[src/rtl/riscv_pkg.sv]
// Shared constants and the IF/ID register layout for the five-stage RISC-V pipeline.
package riscv_pkg;

  localparam int          XLEN      = 32;
  localparam logic [31:0] NOP_INSTR = 32'h0000_0013;
  localparam logic [31:0] RESET_PC  = 32'h0000_0000;
  localparam int          RS1_MSB   = 19;
  localparam int          RS1_LSB   = 15;
  localparam int          RS2_MSB   = 24;
  localparam int          RS2_LSB   = 20;

  typedef struct packed {
    logic [XLEN-1:0] instr;
    logic [XLEN-1:0] pc;
    logic [XLEN-1:0] pc_plus4;
    logic            valid;
  } ifid_t;

endpackage

[src/rtl/sat_counter.sv]
// Counter that increments on inc and sticks at all-ones instead of wrapping.
module sat_counter
  import riscv_pkg::*;
(
  input  logic            clk,
  input  logic            rst,
  input  logic            inc,
  output logic [XLEN-1:0] count
);

  always_ff @(posedge clk) begin
    if (!rst) begin
      count <= '0;
    end else if (inc && (count != {XLEN{1'b1}})) begin
      count <= count + 1'b1;
    end
  end

endmodule

[src/rtl/fetch_stage.sv]
// Instruction fetch: PC register, IF/ID pipeline register and fetch/stall debug counters.
module fetch_stage #(
  parameter logic [31:0] RESET_PC  = riscv_pkg::RESET_PC,
  parameter logic [31:0] NOP_INSTR = riscv_pkg::NOP_INSTR
) (
  input  logic        clk,
  input  logic        rst,
  input  logic        StallF,
  input  logic        StallD,
  input  logic        FlushD,
  input  logic        PCSrcE,
  input  logic [31:0] PCTargetE,
  input  logic [31:0] InstrF,
  output logic [31:0] PCF,
  output logic [31:0] InstrD,
  output logic [31:0] PCD,
  output logic [31:0] PCPlus4D,
  output logic        ValidD,
  output logic [4:0]  Rs1_D,
  output logic [4:0]  Rs2_D,
  output logic [31:0] FetchCount,
  output logic [31:0] StallCount
);

  import riscv_pkg::*;

  localparam ifid_t BUBBLE = '{instr: NOP_INSTR, pc: '0, pc_plus4: '0, valid: 1'b0};

  logic [31:0] pc_plus4_f;
  logic        kill_d;
  logic        load_d;
  logic        hold_d;
  ifid_t       ifid_q;

  assign pc_plus4_f = PCF + 32'd4;
  assign kill_d     = FlushD | PCSrcE;
  assign load_d     = !kill_d && !StallD;
  assign hold_d     = !kill_d && StallD;

  // A redirect wins over StallF: whatever is being held is on the wrong path.
  always_ff @(posedge clk) begin
    if (!rst) begin
      PCF <= RESET_PC;
    end else if (PCSrcE) begin
      PCF <= {PCTargetE[31:2], 2'b00};
    end else if (!StallF) begin
      PCF <= pc_plus4_f;
    end
  end

  always_ff @(posedge clk) begin
    if (!rst || kill_d) begin
      ifid_q <= BUBBLE;
    end else if (load_d) begin
      ifid_q <= '{instr: InstrF, pc: PCF, pc_plus4: pc_plus4_f, valid: 1'b1};
    end
  end

  assign InstrD   = ifid_q.instr;
  assign PCD      = ifid_q.pc;
  assign PCPlus4D = ifid_q.pc_plus4;
  assign ValidD   = ifid_q.valid;

  // Bubbles report x0 sources so they never trigger a load-use stall.
  assign Rs1_D = ifid_q.valid ? ifid_q.instr[RS1_MSB:RS1_LSB] : 5'd0;
  assign Rs2_D = ifid_q.valid ? ifid_q.instr[RS2_MSB:RS2_LSB] : 5'd0;

  sat_counter u_fetch_count (
    .clk   (clk),
    .rst   (rst),
    .inc   (load_d),
    .count (FetchCount)
  );

  sat_counter u_stall_count (
    .clk   (clk),
    .rst   (rst),
    .inc   (hold_d),
    .count (StallCount)
  );

endmodule

[config.mk]
export PLATFORM = sky130hd
export DESIGN_NAME = fetch_stage
export DESIGN_NICKNAME = d
export VERILOG_FILES = /design/src/rtl/riscv_pkg.sv /design/src/rtl/sat_counter.sv /design/src/rtl/fetch_stage.sv
export SDC_FILE = /design/constraint.sdc
export NUM_CORES = 1
export LEC_CHECK = 0
export ABC_AREA = 1
export BUFFER_PORTS_ARGS = -buffer_cell sky130_fd_sc_hd__buf_2
export CAP_MARGIN = 5
export CORE_MARGIN = 1
export CORE_UTILIZATION = 49
export CTS_BUF_LIST = sky130_fd_sc_hd__clkbuf_8
export CTS_CLUSTER_SIZE = 30
export DETAILED_ROUTE_END_ITERATION = 7
export PLACE_DENSITY = 0.79
export RECOVER_POWER = 100
export SYNTH_ARGS = -nofsm -noshare
export SYNTH_HDL_FRONTEND = slang
export SYNTH_SLANG_ARGS = --single-unit
[constraint.sdc]
create_clock -name clk -period 1.85 [get_ports clk]
set_clock_uncertainty 0.1 [all_clocks]
set_input_delay 0.185 -clock clk [delete_from_list [all_inputs] [get_ports clk]]
set_output_delay 0.185 -clock clk [all_outputs]
set_load 0.01 [all_outputs]
# == Yosys cells after proc, flatten, opt, wreduce, memory -nomap -nowiden ==
# Cells that the tools add are included.
# totals
regBits,193
latchBits,0
ramBits,0
romBits,0
inputBits,70
out_inout_bits,203
word_cells,29
mem_count,0
# op_classes
add_sub_neg,3
n_mul,0
div,0
order_cmp,0
n_eq_ne,3
n_shift,0
mux,4
n_bitwise,2
reduce_logical,9
# op_table
cell,count
"adder 32 x 1 -> 32 bit, second input constant",2
two-way mux 32 bit,2
"inequality test 32 bit, second input constant",2
"adder 32 x 3 -> 32 bit, second input constant",1
two-way mux 5 bit,2
logical AND 1 bit,4
zero test 1 bit,3
"inequality test 2 x 1 -> 1 bit, second input constant",1
OR reduction 2 bit,1
logical OR 1 bit,1
NOT 1 bit,1
OR 1 bit,1

# == Logic depth before layout (Yosys ltp) ==
# logic_depth
word_depth,4
mapped_depth,11
ltp_nobuf,11

# == Cells and area by module ==
# A second synthesis with hierarchy kept.
# unflattened
hier_cells,1461
area_unflattened_um2,9387.8
# by_module_without_submodules
mod,n_inst,cells_per_inst,area_per_inst_um2,seq_area_each_um2
fetch_stage,1,813,5564.1,2462.4
sat_counter,2,324,1911.8,640.6

# == Worst setup path before layout ==
# OpenSTA, ideal clock, no wires.
# synth_timing
path_type,register -> register
startpoint,register u_fetch_count.count[0]
endpoint,register u_fetch_count.count[21]
setup_time_ns,0.143
t_arrival_ns,1.638
required_time_ns,1.607
path_slack_ns,-0.031
stages_incl_launch_ff,12
path_buffers,1
synth_period_minus_slack_ns,1.881
cell_sequence,dfxtp_1 -> ha_1 -> inv_1 -> nor2_8 -> nand2_4 -> nor2_8 -> nand2_4 -> nand2_4 -> inv_2 -> buf_2 -> nand2_1 -> a21oi_2
# synth_between
elab_chain_len,2
word_cells_on_any_way,3
cone_classes,add/sub: 1; eq/ne: 1; reduce/logical: 1
# synth_lines
element,line_no,rtl
from (decl),sat_counter.sv:8,output logic [XLEN-1:0] count
from (signal assigned),sat_counter.sv:15,count <= count + 1'b1;
branches (longest 2 deep; another with adder 32 x 1 -> 32 bit),n/a,
# Parallel ways; which one is timed is not known.
# A chain may end at the register's enable or synchronous reset.

# == Worst setup path after layout ==
# layout_timing
startpoint,register u_fetch_count.count[0]
endpoint,register u_fetch_count.count[30]
# Same word-level chain as after synthesis.

==> impl_metrics.json <==
{
  "dp.cells": 2083,
  "avgViaCountPerCell": 5.06,
  "insertion_delay_ns": 0.48,
  "final_cell_mix": "nand2_1 (437), nor2_1 (269), dfxtp_1 (176)",
  "worst_ep_arrival_time_ns": 2.08,
  "fin_nets": 1970,
  "portBuffers": 264,
  "r2r_setup_slack_ns": 0.07,
  "std_cell_rows": 51,
  "ys_types": 34,
  "netlist_instances": 1513,
  "period_share": 0.961,
  "antenna_found_initial": 1,
  "root_buffer": "clkbuf_8",
  "p_leak_nw": 5.66,
  "yosysTopAreaCell": "dfxtp_1",
  "multi_input_area_sq_mm": 0.00513,
  "min-delay-path-class": "primary input to register",
  "cts_buffer_depth": 2,
  "startpoint_type": "register",
  "wire_per_inst_microns": 14.5,
  "post_cts_buffers": 0,
  "drive_gt1_frac": 0.194,
  "drt-total-wl_microns": 31500,
  "critical_path_class": "register to register",
  "core_area_sq_mm": 0.0195,
  "grt.total_usage": 0.306,
  "instances_no_fill": 2175,
  "yosys.area.top_type_share": 0.384,
  "outcome": "finished, final reports clean",
  "layout_commonest_cell": "nand2_1",
  "start_util": 0.501,
  "dpl_worst_slack_ns": -0.0920,
  "dr.pass1.iters": 5,
  "synth.ff_latch_count": 187,
  "ant_nets": 0,
  "syn-cell-area_sq_mm": 0.00975,
  "grt_max_degree": 57,
  "gp_congestion": 1.00,
  "synth.avg_cell_area_sq_um": 6.44,
  "clock_sinks": 187,
  "synth_warnings": 0,
  "setup_viol": 0,
  "setup_ws_ns": 0.0726,
  "ys_top_cells_by_area": "dfxtp_1 (38%), nand2_1 (17%), nor2_1 (11%), o21ai_0 (6.2%), inv_1 (6.0%)",
  "dpl.hpwl_microns": 22700,
  "max_freq_ghz": 0.563,
  "irDropWorstVdd_mv": 0.432,
  "cts-htree-levels": 4,
  "final-max-slew-violation-count": 0,
  "yosysSeqAreaShare": 0.384,
  "cts_buffers": 17,
  "worst-endpoint-required_ns": 2.15,
  "clk_pin_slew_ns": 0.11,
  "first_iter_violations": 729,
  "cts_tree": "done",
  "io_pins": 273,
  "area_delta_synth_final_pct": 31.3,
  "rsz0062_at_grt": "yes",
  "max_cap_violations": 0,
  "relSlewSlack": 0.646,
  "hold_violations": 0,
  "fillers": 1722,
  "grt-ovfl-total": 0,
  "cp_max_fo": 8,
  "num_vias": 11000,
  "grt_pass1_vias": 10200,
  "die_w_microns": 143,
  "fp.dieH_microns": 143,
  "regArea_sq_mm": 0.00376,
  "endpoint_kind": "register",
  "drc": 0,
  "min_period_ns": 1.78,
  "grt_pass1_wl_microns": 49300,
  "die_area_sq_mm": 0.0205,
  "power_density_mw_per_mm2": 619,
  "worst_slew_pin_slew_ns": 0.531
}
==> area by class of cell <==
type / instances / share of cell area
well taps: 265 / 0.0259
inverters: 160 / 0.0477
flip-flops and latches: 187 / 0.294
diodes: 1 / 0.000195
repair buffers: 422 / 0.199
clock inverters: 14 / 0.0139
multi-input cells: 1109 / 0.401
clock buffers: 17 / 0.0183
==> synthesized netlist by cell type (all sizes together) <==
| cell type | count |
|---|---|
| clkbuf | 33 |
| o21ai | 123 |
| xnor2 | 12 |
| buf | 29 |
| ha | 3 |
| and2 | 1 |
| dfxtp | 187 |
| xor2 | 29 |
| nand4 | 10 |
| inv | 160 |
| nand3 | 55 |
| nand2 | 465 |
| conb | 1 |
| nor3 | 1 |
| a21o | 1 |
| nand3b | 1 |
| or2 | 1 |
| a31oi | 7 |
| a21oi | 100 |
| nor2 | 294 |
==> metal layers <==
| metal | vias to the layer above | global-route usage | part of all wire |
|---|---|---|---|
| met1 | 5005 | 0.364 | 0.41 |
| met4 | 0 | 0.121 | 0.033 |
| met3 | 73 | 0.0674 | 0.080 |
| met2 | 474 | 0.531 | 0.48 |
| li1 | 5457 | - | - |
| met5 | - | 0 | 0 |
==> power by group <==
group,total (W),internal (W),leakage (nW),switching (W)
sequential,0.00416,0.00410,1.52,0.0000663
combinational,0.000842,0.000338,3.94,0.000504
clock,0.00291,0.00126,0.208,0.00166
total,0.00792,0.00569,5.66,0.00223
==> worst paths after layout <==
kind                                            start                                   end  cells after the start
hold / removal                          PCTargetE[27]                  PCF[27]$_SDFFE_PN0P_                      5
setup reg to reg  u_fetch_count.count[0]$_SDFFE_PN0P_  u_fetch_count.count[30]$_SDFFE_PN0P_                     10
hold reg to reg                InstrD[0]$_SDFFE_PP1P_                InstrD[0]$_SDFFE_PP1P_                      2
setup / recovery  u_fetch_count.count[0]$_SDFFE_PN0P_  u_fetch_count.count[30]$_SDFFE_PN0P_                     10
==> critical path, stage by stage (launching register included) <==
cell	delay, ns
dfxtp_2	0.34
ha_2	0.18
inv_1	0.10
nor2_8	0.13
nand2_4	0.08
nor2_8	0.15
nand2_4	0.10
nand2_4	0.11
buf_4	0.20
nand2_1	0.09
a21oi_2	0.14
==> registers in the layout (all words and copies together) (netlist names) <==
signal,flops
PCD,30
PCF,30
u_fetch_count.count,32
PCPlus4D,30
u_stall_count.count,32
InstrD,32
ValidD,1
==> through the flow <==
step           power (W)  hold WS (ns)   util  TNS [ns]  area (sq um)
6_report         0.00792        0.0436  0.658         0         12800
3_3_place_gp     0.00498         0.296  0.609         0         11900
5_1_grt          0.00821        0.0370  0.658    -0.113         12800
3_5_place_dp     0.00499         0.304  0.609    -0.596         11900
2_1_floorplan    0.00467         0.211      -         0          9780
4_1_cts          0.00796        0.0130  0.662         0         12900
==> repair_timing <==
item | in CTS | in global routing
endpoints found under the hold margin | 59 | 0
setup endpoints to repair | 32 | 69
gates cloned | 0 | 0
pin swaps | 1 | 0
hold buffers | 60 | 0
resized for setup | 4 | 30
==> cell families after synthesis <==
group / Yosys count / share of synthesized area
xor+xnor: 41 / 0.0368
fa+ha+maj: 3 / 0.00385
simple gates: 828 / 0.350
other cells: 1 / 0.000385
buf+inv: 222 / 0.0977
compound gates: 231 / 0.127
flops: 187 / 0.384
Note: power is estimated with default switching activity, not from simulation.
